**config.mk**
```make
export PLATFORM = sky130hd
export DESIGN_NAME = flow_gen
export DESIGN_NICKNAME = d
export VERILOG_FILES = /design/src/rtl/flow_gen_pkg.sv /design/src/rtl/flow_gen_slave.sv /design/src/rtl/flow_gen.sv
export SDC_FILE = /design/constraint.sdc
export NUM_CORES = 1
export LEC_CHECK = 0
export CAP_MARGIN = 20
export CORE_MARGIN = 3
export CORE_UTILIZATION = 60
export CTS_CLUSTER_DIAMETER = 100
export DETAILED_ROUTE_END_ITERATION = 10
export GPL_ROUTABILITY_DRIVEN = 0
export HOLD_SLACK_MARGIN = 0.1
export PLACE_DENSITY = 0.85
export SLEW_MARGIN = 5
export SYNTH_ARGS = -nofsm -noshare
export SYNTH_HDL_FRONTEND = slang
export SYNTH_HIERARCHICAL = 1
export SYNTH_SLANG_ARGS = --single-unit
```
**constraint.sdc**
```tcl
create_clock -name clk -period 7.24 [get_ports clk]
set_input_delay 1.086 -clock clk [delete_from_list [all_inputs] [get_ports clk]]
set_output_delay 1.086 -clock clk [all_outputs]
set_load 0.02 [all_outputs]
```
**src/rtl/flow_gen_pkg.sv**
```systemverilog
// Shared definitions for the flow_gen test-pattern transmitter:
// register map, control fields, pattern modes, FSM states and the throttle LFSR step.
package flow_gen_pkg;

  localparam logic [1:0] ADDR_CTRL   = 2'd0;
  localparam logic [1:0] ADDR_WIDTH  = 2'd1;
  localparam logic [1:0] ADDR_HEIGHT = 2'd2;
  localparam logic [1:0] ADDR_TIMING = 2'd3;

  localparam int CTRL_EN_BIT     = 0;
  localparam int CTRL_SINGLE_BIT = 1;
  localparam int CTRL_MODE_LSB   = 2;
  localparam int TIMING_RAND_BIT = 16;

  localparam logic [1:0] MODE_RAMP  = 2'd0;
  localparam logic [1:0] MODE_X     = 2'd1;
  localparam logic [1:0] MODE_Y     = 2'd2;
  localparam logic [1:0] MODE_CHECK = 2'd3;

  typedef logic [2:0] state_t;
  localparam state_t ST_IDLE   = 3'd0;
  localparam state_t ST_SOF    = 3'd1;
  localparam state_t ST_ACTIVE = 3'd2;
  localparam state_t ST_EOF    = 3'd3;
  localparam state_t ST_VBLANK = 3'd4;

  typedef struct packed {
    logic [15:0] width;
    logic [15:0] height;
    logic [1:0]  mode;
    logic [15:0] vgap;
    logic        rand_en;
  } cfg_t;

  // Fibonacci LFSR, taps 16,14,13,11, shifting toward bit 0 (bit 0 is the throttle output).
  function automatic logic [15:0] lfsr_step(input logic [15:0] s);
    return {s[0] ^ s[2] ^ s[3] ^ s[5], s[15:1]};
  endfunction

endpackage

```
**src/rtl/flow_gen_slave.sv**
```systemverilog
// Register file for flow_gen: CTRL/WIDTH/HEIGHT/TIMING, registered read mux,
// and the single-shot enable clear requested by the frame FSM.
module flow_gen_slave
  import flow_gen_pkg::*;
(
  input  logic        clk,
  input  logic        reset_n,
  input  logic [1:0]  addr_rel_i,
  input  logic        wr_i,
  input  logic [31:0] datawr_i,
  input  logic        rd_i,
  output logic [31:0] datard_o,
  input  logic [15:0] frame_cnt_i,
  input  logic        busy_i,
  input  logic        en_clr_i,
  output logic        enable_o,
  output logic        single_o,
  output cfg_t        cfg_o
);

  logic        enable_q, enable_d;
  logic        single_q, single_d;
  logic [1:0]  mode_q, mode_d;
  logic [15:0] width_q, width_d;
  logic [15:0] height_q, height_d;
  logic [15:0] vgap_q, vgap_d;
  logic        rand_en_q, rand_en_d;
  logic [31:0] datard_q, datard_d;
  logic [31:0] rd_mux;
  logic        unused_wdata;

  assign unused_wdata = ^datawr_i[31:17];

  always_comb begin
    rd_mux = 32'd0;
    case (addr_rel_i)
      ADDR_CTRL:   rd_mux = {frame_cnt_i, busy_i, 11'd0, mode_q, single_q, enable_q};
      ADDR_WIDTH:  rd_mux = {16'd0, width_q};
      ADDR_HEIGHT: rd_mux = {16'd0, height_q};
      ADDR_TIMING: rd_mux = {15'd0, rand_en_q, vgap_q};
      default:     rd_mux = 32'd0;
    endcase
  end

  always_comb begin
    enable_d  = enable_q;
    single_d  = single_q;
    mode_d    = mode_q;
    width_d   = width_q;
    height_d  = height_q;
    vgap_d    = vgap_q;
    rand_en_d = rand_en_q;
    datard_d  = datard_q;
    if (en_clr_i) enable_d = 1'b0;
    // A CTRL write on the same edge as the single-shot clear takes priority.
    if (wr_i) begin
      case (addr_rel_i)
        ADDR_CTRL: begin
          enable_d = datawr_i[CTRL_EN_BIT];
          single_d = datawr_i[CTRL_SINGLE_BIT];
          mode_d   = datawr_i[CTRL_MODE_LSB +: 2];
        end
        ADDR_WIDTH:  width_d  = datawr_i[15:0];
        ADDR_HEIGHT: height_d = datawr_i[15:0];
        ADDR_TIMING: begin
          vgap_d    = datawr_i[15:0];
          rand_en_d = datawr_i[TIMING_RAND_BIT];
        end
        default: ;
      endcase
    end
    if (rd_i) datard_d = rd_mux;
  end

  always_ff @(posedge clk) begin
    if (!reset_n) begin
      enable_q  <= 1'b0;
      single_q  <= 1'b0;
      mode_q    <= 2'd0;
      width_q   <= 16'd0;
      height_q  <= 16'd0;
      vgap_q    <= 16'd0;
      rand_en_q <= 1'b0;
      datard_q  <= 32'd0;
    end else begin
      enable_q  <= enable_d;
      single_q  <= single_d;
      mode_q    <= mode_d;
      width_q   <= width_d;
      height_q  <= height_d;
      vgap_q    <= vgap_d;
      rand_en_q <= rand_en_d;
      datard_q  <= datard_d;
    end
  end

  assign datard_o = datard_q;
  assign enable_o = enable_q;
  assign single_o = single_q;
  assign cfg_o    = '{width: width_q, height: height_q, mode: mode_q,
                      vgap: vgap_q, rand_en: rand_en_q};

endmodule

```
**src/rtl/flow_gen.sv**
```systemverilog
// Register-configured fv/dv/data frame generator: frame FSM, pixel counters,
// throttle LFSR and pattern selection; registers live in flow_gen_slave.
module flow_gen
  import flow_gen_pkg::*;
#(
  parameter int          DATA_WIDTH = 16,
  parameter logic [15:0] LFSR_SEED  = 16'hACE1
) (
  input  logic                  clk,
  input  logic                  reset_n,
  output logic                  out_fv,
  output logic                  out_dv,
  output logic [DATA_WIDTH-1:0] out_data,
  input  logic [1:0]            addr_rel_i,
  input  logic                  wr_i,
  input  logic [31:0]           datawr_i,
  input  logic                  rd_i,
  output logic [31:0]           datard_o
);

  state_t                state_q, state_d;
  cfg_t                  live_cfg;
  cfg_t                  sh_q, sh_d;
  logic                  enable, single;
  logic                  en_clr;
  logic                  start_ok;
  logic [15:0]           x_q, x_d;
  logic [15:0]           y_q, y_d;
  logic [DATA_WIDTH-1:0] idx_q, idx_d;
  logic [15:0]           lfsr_q, lfsr_d;
  logic [15:0]           vcnt_q, vcnt_d;
  logic [15:0]           vgap_lim;
  logic [15:0]           frame_cnt_q, frame_cnt_d;
  logic                  fv_q, fv_d;
  logic                  dv_q, dv_d;
  logic [DATA_WIDTH-1:0] data_q, data_d;
  logic [DATA_WIDTH-1:0] x_ext, y_ext, pix;
  logic                  allow;

  flow_gen_slave u_slave (
    .clk         (clk),
    .reset_n     (reset_n),
    .addr_rel_i  (addr_rel_i),
    .wr_i        (wr_i),
    .datawr_i    (datawr_i),
    .rd_i        (rd_i),
    .datard_o    (datard_o),
    .frame_cnt_i (frame_cnt_q),
    .busy_i      (state_q != ST_IDLE),
    .en_clr_i    (en_clr),
    .enable_o    (enable),
    .single_o    (single),
    .cfg_o       (live_cfg)
  );

  generate
    if (DATA_WIDTH > 16) begin : g_ext_wide
      assign x_ext = {{(DATA_WIDTH-16){1'b0}}, x_q};
      assign y_ext = {{(DATA_WIDTH-16){1'b0}}, y_q};
    end else if (DATA_WIDTH == 16) begin : g_ext_same
      assign x_ext = x_q;
      assign y_ext = y_q;
    end else begin : g_ext_narrow
      assign x_ext = x_q[DATA_WIDTH-1:0];
      assign y_ext = y_q[DATA_WIDTH-1:0];
    end
  endgenerate

  always_comb begin
    case (sh_q.mode)
      MODE_RAMP: pix = idx_q;
      MODE_X:    pix = x_ext;
      MODE_Y:    pix = y_ext;
      default:   pix = x_ext ^ y_ext;
    endcase
  end

  assign start_ok = enable && (live_cfg.width != 16'd0) && (live_cfg.height != 16'd0);
  assign allow    = !sh_q.rand_en || lfsr_q[0];
  assign vgap_lim = (sh_q.vgap == 16'd0) ? 16'd1 : sh_q.vgap;

  // Outputs are computed from the current state and registered, so they trail the state by one cycle.
  always_comb begin
    state_d     = state_q;
    sh_d        = sh_q;
    x_d         = x_q;
    y_d         = y_q;
    idx_d       = idx_q;
    lfsr_d      = lfsr_q;
    vcnt_d      = vcnt_q;
    frame_cnt_d = frame_cnt_q;
    fv_d        = 1'b0;
    dv_d        = 1'b0;
    data_d      = data_q;
    en_clr      = 1'b0;
    case (state_q)
      ST_IDLE: begin
        if (start_ok) begin
          state_d = ST_SOF;
          sh_d    = live_cfg;
          en_clr  = single;
        end
      end
      ST_SOF: begin
        fv_d    = 1'b1;
        lfsr_d  = LFSR_SEED;
        x_d     = 16'd0;
        y_d     = 16'd0;
        idx_d   = '0;
        state_d = ST_ACTIVE;
      end
      ST_ACTIVE: begin
        fv_d   = 1'b1;
        lfsr_d = lfsr_step(lfsr_q);
        if (allow) begin
          dv_d   = 1'b1;
          data_d = pix;
          idx_d  = idx_q + DATA_WIDTH'(1);
          if (x_q == sh_q.width - 16'd1) begin
            x_d = 16'd0;
            if (y_q == sh_q.height - 16'd1) state_d = ST_EOF;
            else y_d = y_q + 16'd1;
          end else begin
            x_d = x_q + 16'd1;
          end
        end
      end
      ST_EOF: begin
        fv_d        = 1'b1;
        frame_cnt_d = frame_cnt_q + 16'd1;
        vcnt_d      = 16'd0;
        state_d     = ST_VBLANK;
      end
      ST_VBLANK: begin
        vcnt_d = vcnt_q + 16'd1;
        if (vcnt_q == vgap_lim - 16'd1) begin
          if (start_ok) begin
            state_d = ST_SOF;
            sh_d    = live_cfg;
            en_clr  = single;
          end else begin
            state_d = ST_IDLE;
          end
        end
      end
      default: state_d = ST_IDLE;
    endcase
  end

  always_ff @(posedge clk) begin
    if (!reset_n) begin
      state_q     <= ST_IDLE;
      sh_q        <= '0;
      x_q         <= 16'd0;
      y_q         <= 16'd0;
      idx_q       <= '0;
      lfsr_q      <= LFSR_SEED;
      vcnt_q      <= 16'd0;
      frame_cnt_q <= 16'd0;
      fv_q        <= 1'b0;
      dv_q        <= 1'b0;
      data_q      <= '0;
    end else begin
      state_q     <= state_d;
      sh_q        <= sh_d;
      x_q         <= x_d;
      y_q         <= y_d;
      idx_q       <= idx_d;
      lfsr_q      <= lfsr_d;
      vcnt_q      <= vcnt_d;
      frame_cnt_q <= frame_cnt_d;
      fv_q        <= fv_d;
      dv_q        <= dv_d;
      data_q      <= data_d;
    end
  end

  assign out_fv   = fv_q;
  assign out_dv   = dv_q;
  assign out_data = data_q;

endmodule

```
# --- After elaboration in Yosys (flattened, before gate mapping) ---
# Cells that the tools add are included.
op_classes:
  add_sub_neg: 8
  eq_ne: 18
  mux: 32
  bitwise: 4
  n_reduce_logical: 25
op_table:
  columns: ["operator", "n"]
  rows:
  - ["$pmux W16 S2", 5]
  - ["$pmux W32 S4", 1]
  - ["$mux W16", 7]
  - ["$mux W51", 2]
  - ["$pmux W51 S2", 1]
  - ["$add A16 B1 Y16 const B", 5]
  - ["$eq A16 B16 Y1", 3]
  - ["$pmux W16 S3", 1]
  - ["$sub A16 B1 Y16 const B", 3]
  - ["$reduce_bool A16 Y1", 2]
  - ["$logic_not A16 Y1", 1]
  - ["$reduce_and A2 Y1", 8]
  - ["$xor A16 B16 Y16", 1]
  - ["$mux W3", 5]
  - ["$pmux W3 S5", 1]
  - ["$ne A2 B2 Y1 const B", 6]
  - ["$mux W1", 8]
  - ["$eq A2 B2 Y1 const B", 3]
  - ["$eq A3 B2 Y1 const B", 2]
  - ["$reduce_bool A2 Y1", 3]
  - ["$reduce_and A5 Y1", 1]
  - ["$eq A2 B1 Y1 const B", 2]
  - ["$logic_not A2 Y1", 2]
  - ["$reduce_and A4 Y1", 1]
  - ["10 further kinds", 13]
word_totals:
  ff_bits: 253
  in_bits: 38
  output_inout_bits: 50
  wordCells: 110

# --- Longest topological paths before layout ---
# Gate-level depths: netlist (run 1).
depth:
  word_depth: 9
  mapped_depth: 17
  depth_no_buf: 14

# --- Cells and area by module ---
# The synthesis (run 1) kept the hierarchy.
modules_own_cells:
  columns: ["mod", "n_inst", "cells_per_inst", "area_per_inst_um2", "seq_area_each_um2"]
  rows:
  - ["flow_gen", 1, 1150, 9248.9, 3363.2]
  - ["flow_gen_slave", 1, 395, 3652.3, 1701.6]

# --- Least setup slack after synthesis (run 1) ---
# OpenSTA, ideal clock, no wires.
synth_timing:
  path_type: "reg2reg"
  start: "register sh_q[8] (netlist name)"
  end: "register u_slave.enable_q, in the netlist u_slave/enable_o"
  setup_ns: 0.122
  arrival_time_ns: 3.494
  required_ns: 7.118
  path_slack_ns: 3.624
  path_stages_with_launch: 18
  n_path_buf: 3
  synth_period_minus_slack_ns: 3.616
  path_cell_list: "dfxtp_1 buf_2 or3_1 nor3_1 a31oi_1 ha_1 xor2_1 o2111ai_1 a221oi_1 o211ai_1 nor3_1 o2111ai_1 a2111oi_2 buf_6 buf_12 and2_1 or3b_1 a21boi_0"
synth_via:
  elab_chain_cells: 9
synth_rtl:
  columns: ["element", "line_no", "source"]
  rows:
  - ["start: declaration", "flow_gen.sv:23", "cfg_t sh_q, sh_d;"]
  - ["start signal: assignment", "flow_gen.sv:153", "sh_q <= '0;"]
  - ["start signal: assignment", "flow_gen.sv:165", "sh_q <= sh_d;"]
  - ["$logic_not A16 Y1", "flow_gen.sv:80", "assign vgap_lim = (sh_q.vgap == 16'd0) ? 16'd1 : sh_q.vgap;"]
  - ["$mux W16 (*)", "flow_gen.sv:80", null]
  - ["$sub A16 B1 Y16 (*)", "flow_gen.sv:136", "if (vcnt_q == vgap_lim - 16'd1) begin"]
  - ["$eq A16 B16 Y1 (*)", "flow_gen.sv:136", null]
  - ["$mux W1 (*)", "flow_gen.sv:136", null]
  - ["$pmux W1 S2 (*)", "flow_gen.sv:96", "case (state_q)"]
  - ["net en_clr", "flow_gen.sv:25", "logic en_clr;"]
  - ["$mux W1 (*)", "flow_gen_slave.sv:54", "if (en_clr_i) enable_d = 1'b0;"]
  - ["$mux W1", "flow_gen_slave.sv:57", "case (addr_rel_i)"]
  - ["$mux W1 (*)", "flow_gen_slave.sv:56", "if (wr_i) begin"]
  - ["end signal: assignment", "flow_gen_slave.sv:86", "enable_q <= enable_d;"]
  - ["end: declaration", "flow_gen_slave.sv:21", "logic enable_q, enable_d;"]
# The timed path passes the listed nets; every way through them passes the cells marked *.
# A chain may end at the register's enable or synchronous reset.

# --- Worst setup path after layout (run 1) ---
layout_timing:
  start: "register sh_q[5] (netlist name)"
  end: "register u_slave.enable_q, in the netlist u_slave/enable_o"
# Same word-level chain as after synthesis.

==> results.py, run 1 <==
metrics = {
    "status": {
        "status": "complete, no violations",
    },
    "clock_tree": {
        "clockBufferDepth": 3,
        "h-tree-depth": 1,
        "numClockSinks": 253,
        "cts_setup_buffers": 0,
        "insertion_delay_ps": 530,
        "cts_buffers": 26,
        "cts-resized-gates": 0,
        "path_clk_slew_ps": 60,
        "cts_tree": "done",
        "hold_buffers": 0,
        "root_buffer": "clkbuf_16",
    },
    "global_routing": {
        "grt.overflow.total": 0,
        "grt_pass1_wl_um": 51400,
        "grt_max_degree": 100,
        "grt_antenna_before_repair": 0,
        "grtUsageTotal_pct": 25.5,
        "grt_pass1_vias": 10400,
    },
    "cells_and_area": {
        "layout-drive-gt1-share_pct": 5.76,
        "antennaDiodeCount": 0,
        "fin_nets": 1589,
        "area_growth_pct": 10.8,
    },
    "sta": {
        "finalSetupViolCount": 0,
        "finalCritPeriodShare_pct": 61.9,
        "worstMarginPinSlew_ps": 1080,
        "period_needed_ps": 4480,
        "rsz0062_at_grt": "false",
        "clock_skew_ps": 13.9,
        "setup_tns_ps": 0,
        "hold_violations": 0,
        "setup_slack_ps": 2760,
        "slew_violations": 0,
        "fmax_mhz": 223,
        "slew_headroom_pct": 27.6,
    },
    "die": {
        "start_util_pct": 61.2,
        "die_x_um": 153,
        "rows": 53,
        "ios": 88,
        "fp.coreArea_um2": 21100,
        "fp.dieH_um": 153,
        "die-area_um2": 23300,
    },
    "pwr": {
        "ir_drop_uv": 187,
        "power_leakage_nw": 5.15,
        "powerDensity_nw_per_um2": 206,
        "p_total_mw": 2.95,
    },
    "drt": {
        "wl_met1_um": 13800,
        "met2WireLength_um": 14200,
        "dr.pass1.iters": 5,
        "wl_per_cell_um": 16.9,
        "highest_layer": "met4",
        "ant_nets": 0,
        "wl_met3_um": 1930,
        "vias": 11100,
        "vias_per_cell": 6.02,
        "drt-initial-drc-count": 1042,
        "routed_wl_um": 31100,
        "drc": 0,
    },
    "setup_path": {
        "slowest_stage": "buf_4",
        "path_cells": "or3_4 -> nor3_1 -> a31oi_1 -> ha_1 -> xor2_1 -> o2111ai_1 -> a221oi_1 -> o211ai_1 -> nor3_1 -> o2111ai_1 -> a2111oi_4 -> buf_4 -> and2_1 -> or3b_1 -> a21boi_0",
        "r2r_slack_ps": 2760,
        "startpoint_type": "flip-flop",
        "crit_fanout": 52,
        "max_stage_delay_ps": 720,
        "worst_r2r_startpoint": "sh_q[5]$_SDFFE_PN0P_",
        "crit_required_ps": 7650,
        "worstSetupPathType": "reg2reg",
        "crit_arrival_ps": 4890,
        "ff2ff_path_depth": 15,
        "timing.rr.end": "u_slave/enable_o$_SDFF_PN0_",
        "end_kind": "flip-flop",
    },
    "yosys": {
        "synth-main-ff-cell": "dfxtp_1",
        "ys_warn_count": 6,
        "syn-cell-area_um2": 12900,
        "syn_nets": 1591,
        "synthTopCellsByCount": "297 x nand2_1, 253 x dfxtp_1, 96 x nor2_1",
        "synth_edf_count": 0,
        "yosys.area.top_type": "dfxtp_1",
        "netlist_top_cells_area": "dfxtp_1 39%, nand2_1 8.6%, mux2i_1 6.8%, xor2_1 3.7%, xnor2_1 3.4%",
        "synth_most_common_cell": "nand2_1",
        "syn_avg_cell_area_um2": 8.35,
        "yosysSeqAreaShare_pct": 39.3,
        "synth_async_sr_flop_share_pct": 0,
        "synth.distinct_cells": 72,
        "synth_top_area_share_pct": 39.3,
        "ys_ff_latch": 253,
        "syn_inst": 1545,
    },
    "place": {
        "dp_slack_ps": 2790,
        "io_buffers": 72,
        "hpwl_um": 21100,
    },
    "min_path": {
        "min_from": "sh_q[0]$_SDFFE_PN0P_",
        "worstHoldEndpoint": "sh_q[0]$_SDFFE_PN0P_",
        "hold_path.class": "reg2reg",
        "whs_path_depth": 2,
    },
    "job": {
        "max_cap_viol_count": 0,
    },
}
[critical path, delay by kind of cell, from the launching register on]
kind / cells / cell delay, ps
AO/OA/AOI/OAI: 7 / 1390
AND/OR/NAND/NOR: 5 / 1330
adder cells (fa/ha/maj): 1 / 320
flip-flops: 1 / 410
buffers and inverters: 1 / 720
XOR/XNOR: 1 / 160
[worst max path at each step]
| stage | slack (ps) | endpoint | start | depth (start not counted) |
|---|---|---|---|---|
| floorplan | 3620 | u_slave/enable_o$_SDFF_PN0_ | sh_q[8]$_SDFFE_PN0P_ | 17 |
| global placement | 2860 | u_slave/enable_o$_SDFF_PN0_ | sh_q[5]$_SDFFE_PN0P_ | 15 |
| detailed placement | 2790 | u_slave/enable_o$_SDFF_PN0_ | sh_q[5]$_SDFFE_PN0P_ | 15 |
| CTS | 2750 | u_slave/enable_o$_SDFF_PN0_ | sh_q[5]$_SDFFE_PN0P_ | 15 |
| global route | 2400 | u_slave/enable_o$_SDFF_PN0_ | sh_q[5]$_SDFFE_PN0P_ | 15 |
| finish | 2760 | u_slave/enable_o$_SDFF_PN0_ | sh_q[5]$_SDFFE_PN0P_ | 15 |
[power breakdown]
group          internal, mW  switching (mW)
Combinational        0.0632          0.0959
Sequential             1.41          0.0177
Clock                 0.815           0.546
[metrics by stage]
step                hold WS (ps)  util, %  std cells  area, um2
global placement             456     63.6       1790      13400
floorplan                    430        -       1545      12900
finish                       465     67.8       1837      14300
detailed placement           460     63.6       1790      13400
CTS                          469     67.8       1837      14300
global route                 503     67.8       1837      14300
[metal layers]
metal / up-vias / track usage (%)
met4: 0 / 9.80
met1: 5218 / 35.7
met2: 408 / 40.8
met3: 74 / 2.58
met5: - / 0
li1: 5365 / -
[placed cells by master, fill, tap and decap left out, types with 41 or more instances in the layout]
master / Yosys / final
nor2_1: 96 / 96
dfxtp_1: 253 / 253
nand3_1: 58 / 58
clkdlybuf4s50_1: 0 / 69
nand2_1: 297 / 297
mux2i_1: 87 / 87
a21oi_1: 41 / 41
xnor2_1: 50 / 50
o21ai_0: 65 / 65
xor2_1: 55 / 55
[state kept, by name, indices dropped and copies added, names as in the netlist, 2 cells and up]
register and count:
sh_q 51, u_slave/datard_o 32, frame_cnt_q 16, idx_q 16, lfsr_q 16, out_data 16, u_slave/height_q 16, u_slave/vgap_q 16
u_slave/width_q 16, vcnt_q 16, x_ext 16, y_ext 16, state_q 3, u_slave/mode_q 2
[cell families after synthesis]
family	share of synthesized area [%]
and+or+nand+nor	27.4
DFF	39.3
AOI/OAI and AO/OA	12.7
buffers and inverters	4.98
xor gates and xnor gates	7.13
muxes	7.80
adders and majority gates	0.776
[layout make-up]
| class | instances | area [um2] |
|---|---|---|
| Clock buffer | 40 | 785 |
| Clock inverter | 7 | 90.1 |
| Fill cell | 1620 | 6800 |
| Inverter | 12 | 45.0 |
| Multi-Input combinational cell | 1172 | 7210 |
| Sequential cell | 253 | 5060 |
| Tap cell | 275 | 344 |
| Timing Repair Buffer | 78 | 757 |
No activity file was read; power rests on OpenSTA's default activity.
==> inputs of run 2 (changes only) <==
- CORE_UTILIZATION: 60 -> 54
- PLACE_DENSITY: 0.85 -> 0.81
- clock period: 7.24 -> 3.8 ns (I/O delays scaled with it)
==> results.py, run 2 (synthesis gave the netlist of run 1 again) <==
metrics = {
    "place": {
        "dp_slack_ps": 2.29,
        "hpwl_um": 22300,
        "io_buffers": 72,
        "dp_cells": 1853,
    },
    "pwr": {
        "ir_drop_uv": 307,
        "comb_power_share_pct": 5.7,
        "power_leakage_nw": 5.30,
        "powerDensity_nw_per_um2": 384,
        "sw_frac_of_total_pct": 22.8,
        "clock_power_share_pct": 45.8,
        "switching_power_mw": 1.28,
        "internal-power_mw": 4.33,
        "p_total_mw": 5.60,
        "seqPwrFrac_pct": 48.5,
    },
    "clock_tree": {
        "root_buffer": "clkbuf_16",
        "clockBufferDepth": 3,
        "cts_setup_buffers": 0,
        "numClockSinks": 253,
        "cts_buffers": 27,
        "path_clk_slew_ps": 60,
        "insertion_delay_ps": 530,
        "h-tree-depth": 1,
        "cts_tree": "done",
    },
    "sta": {
        "setup_slack_ps": 203,
        "slew_headroom_pct": 37.3,
        "slew_violations": 0,
        "holdWs_ps": 467,
        "hold_violations": 0,
        "rsz0062_at_grt": "false",
        "finalSetupViolCount": 0,
        "worstMarginPinSlew_ps": 939,
        "fmax_mhz": 278,
        "clock_skew_ps": 16.7,
        "finalCritPeriodShare_pct": 94.7,
        "setup_tns_ps": 0,
        "period_needed_ps": 3600,
    },
    "job": {
        "max_cap_viol_count": 0,
    },
    "drt": {
        "drt-initial-drc-count": 871,
        "vias": 11200,
        "ant_nets": 0,
        "wl_per_cell_um": 16.9,
        "drc": 0,
        "dr.pass1.iters": 5,
        "routed_wl_um": 32000,
        "vias_per_cell": 5.91,
    },
    "die": {
        "die-area_um2": 25800,
        "die_x_um": 161,
        "start_util_pct": 56.0,
        "fp.coreArea_um2": 23100,
        "fp.dieH_um": 161,
        "ios": 88,
        "rows": 55,
    },
    "setup_path": {
        "crit_required_ps": 4260,
        "end_kind": "flip-flop",
        "crit_fanout": 15,
        "startpoint_type": "flip-flop",
        "worstSetupPathType": "reg2reg",
        "crit_arrival_ps": 4050,
    },
    "cells_and_area": {
        "layout_commonest_cell": "nand2_1",
        "final_cell_mix": "297 x nand2_1, 252 x dfxtp_1, 96 x nor2_1",
        "antennaDiodeCount": 0,
        "layout-drive-gt1-share_pct": 7.56,
        "fin_cells": 1900,
        "fill_cells": 1876,
        "fin_nets": 1616,
        "largest_reg_flops": 51,
        "largest_register": "sh_q",
        "area_growth_pct": 13.2,
    },
    "global_routing": {
        "grtUsageTotal_pct": 23.9,
        "grt_antenna_before_repair": 0,
        "grt_max_degree": 91,
        "grt_pass1_wl_um": 52300,
        "grt.overflow.total": 0,
        "grt_pass1_vias": 10400,
    },
    "status": {
        "status": "complete, no violations",
    },
    "min_path": {
        "hold_path.class": "reg2reg",
    },
}
[run 2: worst max-delay path, stage by stage, from the launching register on]
cell,delay (ps)
dfxtp_1,320
or3_4,390
nor3_2,260
a31oi_1,120
ha_1,330
xor2_1,160
o2111ai_1,140
a221oi_2,190
o211ai_1,130
nor3_1,260
o2111ai_2,230
a2111oi_4,400
buf_12,220
buf_12,180
mux2i_1,200
[run 2: layout make-up]
type | instances | area [um2] | area share, %
repair buffers | 104 | 1020 | 7.00
clock inverters | 8 | 97.6 | 0.668
well taps | 313 | 392 | 2.68
clock buffers | 38 | 757 | 5.18
flip-flops and latches | 253 | 5070 | 34.7
inverters | 12 | 45.0 | 0.308
multi-input cells | 1172 | 7230 | 49.5
[run 2: metal layers]
layer  global-route usage, %  part of all wire (%)  up-vias
li1                        -                     -     5405
met1                    33.6                    45     5336
met2                    37.9                    46      425
met3                    3.33                   6.8       72
met4                    7.81                   3.0        0
met5                       0                     0        -
[run 2: worst paths after layout]
path | cells after the start | startpoint | endpoint | slack (ps)
max | 14 | sh_q[5]$_SDFFE_PN0P_ | sh_q[39]$_SDFFE_PN0P_ | 200
min | 2 | sh_q[0]$_SDFFE_PN0P_ | sh_q[0]$_SDFFE_PN0P_ | 470
max reg2reg | 14 | sh_q[5]$_SDFFE_PN0P_ | sh_q[39]$_SDFFE_PN0P_ | 200
min reg2reg | 2 | sh_q[0]$_SDFFE_PN0P_ | sh_q[0]$_SDFFE_PN0P_ | 470
[run 2: metrics by stage]
step	util (%)	area, um2
2_1_floorplan	-	12900
3_3_place_gp	59.5	13700
3_5_place_dp	59.5	13700
4_1_cts	63.2	14600
5_1_grt	63.4	14600
6_report	63.4	14600
[run 2: power by group through the flow]
stage          combinational (mW)  sequential, mW  clock, mW
6_report                    0.318            2.72       2.57
5_1_grt                     0.341            2.72       2.71
4_1_cts                     0.312            2.72       2.61
3_5_place_dp                0.308            2.78          0
3_3_place_gp                0.304            2.78          0
2_1_floorplan               0.208            2.78          0
[run 2: repair_timing]
| action | in CTS | in global routing |
|---|---|---|
| endpoints found under the setup margin | 20 | 43 |
| gates resized for setup | 1 | 4 |
| hold buffers | 0 | 0 |
| pin swaps | 0 | 1 |
| cloned | 0 | 0 |
==> inputs of run 3 (changes only) <==
- CORE_MARGIN: 3 -> 4
==> results.py, run 3 (synthesis gave the netlist of run 1 again) <==
metrics = {
    "cells_and_area": {
        "area_growth_pct": 12.9,
        "layout-drive-gt1-share_pct": 7.56,
        "fin_cells": 1906,
        "layout_commonest_cell": "nand2_1",
        "antennaDiodeCount": 0,
        "final_cell_mix": "297 x nand2_1, 253 x dfxtp_1, 96 x nor2_1",
        "fin_nets": 1617,
        "largest_register": "sh_q",
        "stdcell_area_um2": 14600,
        "largest_reg_flops": 51,
    },
    "die": {
        "die-area_um2": 26400,
        "ios": 88,
        "fp.coreArea_um2": 23500,
        "fp.dieH_um": 163,
        "rows": 56,
        "die_x_um": 163,
        "start_util_pct": 55.0,
    },
    "sta": {
        "worstMarginPinSlew_ps": 1030,
        "rsz0062_at_grt": "false",
        "clock_skew_ps": 18.3,
        "holdWs_ps": 411,
        "finalSetupViolCount": 0,
        "slew_violations": 0,
        "fmax_mhz": 287,
        "finalCritPeriodShare_pct": 91.6,
        "setup_tns_ps": 0,
        "period_needed_ps": 3480,
        "hold_violations": 0,
        "slew_headroom_pct": 30.9,
        "setup_slack_ps": 320,
    },
    "clock_tree": {
        "insertion_delay_ps": 530,
        "numClockSinks": 253,
        "clockBufferDepth": 3,
        "h-tree-depth": 1,
        "path_clk_slew_ps": 60,
        "cts_tree": "done",
        "root_buffer": "clkbuf_16",
        "cts_buffers": 26,
    },
    "global_routing": {
        "grt_pass1_wl_um": 52100,
        "grt.overflow.total": 0,
        "grt_max_degree": 80,
        "grt_antenna_before_repair": 0,
        "grtUsageTotal_pct": 23.4,
        "grt_pass1_vias": 10300,
    },
    "pwr": {
        "powerDensity_nw_per_um2": 378,
        "switching_power_mw": 1.24,
        "power_leakage_nw": 5.30,
        "internal-power_mw": 4.26,
        "comb_power_share_pct": 5.8,
        "sw_frac_of_total_pct": 22.6,
        "ir_drop_uv": 301,
        "seqPwrFrac_pct": 49.4,
        "clock_power_share_pct": 44.8,
    },
    "setup_path": {
        "worstSetupPathType": "reg2reg",
        "crit_arrival_ps": 3930,
        "end_kind": "flip-flop",
        "startpoint_type": "flip-flop",
        "crit_required_ps": 4250,
        "crit_fanout": 8,
    },
    "drt": {
        "dr.pass1.iters": 6,
        "drt-initial-drc-count": 949,
        "wl_per_cell_um": 16.7,
        "ant_nets": 0,
        "vias": 11200,
        "routed_wl_um": 31900,
        "drc": 0,
        "vias_per_cell": 5.90,
    },
    "place": {
        "dp_slack_ps": 51.3,
        "dpl-instance-area_um2": 13700,
        "io_buffers": 72,
        "hpwl_um": 22200,
        "dp_cells": 1859,
    },
    "job": {
        "max_cap_viol_count": 0,
    },
    "min_path": {
        "hold_path.class": "in2reg",
    },
    "status": {
        "status": "complete, no violations",
    },
}
==> run 3: cell types whose count changed in the layout (fill, tap and decap cells not counted), moves of 2 or more <==
| cell | delta |
|---|---|
| clkbuf_8 | +4 |
| buf_12 | -3 |
| bufinv_16 | -2 |
| buf_4 | +5 |
| clkinv_2 | -2 |
==> run 3: timing repair <==
item | in CTS | in global routing
resized for setup | 0 | 6
hold buffers | 0 | 0
setup endpoints to repair | 0 | 52
endpoints found under the hold margin | 0 | 0
buffers inserted | 0 | 3
==> run 3: area by class of cell <==
cell class	instances	area (um2)
multi-input combinational	1172	7230
tap	319	399
clock inverter	3	18.8
timing repair buffer	106	996
sequential	253	5060
fill	1998	8910
inverter	12	45.0
clock buffer	41	808
==> run 3: worst max-delay path, stage by stage (launching register included) <==
cell and delay (ps):
dfxtp_1 420, or3_1 200, nor3_4 50, a31oi_1 170
ha_1 210, or3b_2 520, o311ai_0 320, a21oi_1 110
a211oi_1 240, nor3_2 90, o2111ai_2 130, a2111oi_4 120
buf_6 170, and2_1 150, or3b_1 370, a21boi_0 160
==> run 3: final timing paths <==
kind / end / from / cells after the start / slack (ps)
min: lfsr_q[13]$_SDFFE_PN1P_ / reset_n / 2 / 410
max reg2reg: u_slave/enable_o$_SDFF_PN0_ / sh_q[13]$_SDFFE_PN0P_ / 15 / 320
min reg2reg: sh_q[0]$_SDFFE_PN0P_ / sh_q[0]$_SDFFE_PN0P_ / 2 / 470
max: u_slave/enable_o$_SDFF_PN0_ / sh_q[13]$_SDFFE_PN0P_ / 15 / 320
==> run 3: stage by stage <==
step           utilization (%)  total power, mW
3_3_place_gp              58.3             3.08
4_1_cts                   61.8             5.54
2_1_floorplan                -             2.98
3_5_place_dp              58.3             3.08
6_report                  62.1             5.50
5_1_grt                   62.1             5.68
==> run 3: power groups by stage <==
stage | Clock [mW] | Combinational (mW) | Sequential [mW]
2_1_floorplan | 0 | 0.208 | 2.78
3_3_place_gp | 0 | 0.303 | 2.77
3_5_place_dp | 0 | 0.309 | 2.78
4_1_cts | 2.51 | 0.311 | 2.72
5_1_grt | 2.62 | 0.342 | 2.72
6_report | 2.47 | 0.318 | 2.72
==> run 3: routing by layer <==
| layer | GRT usage, % | wire length [um] | up-vias |
|---|---|---|---|
| li1 | - | - | 5438 |
| met1 | 32.7 | 14400 | 5325 |
| met2 | 36.9 | 14200 | 410 |
| met3 | 4.20 | 2230 | 69 |
| met4 | 7.78 | 1030 | 0 |
| met5 | 0 | 0 | - |
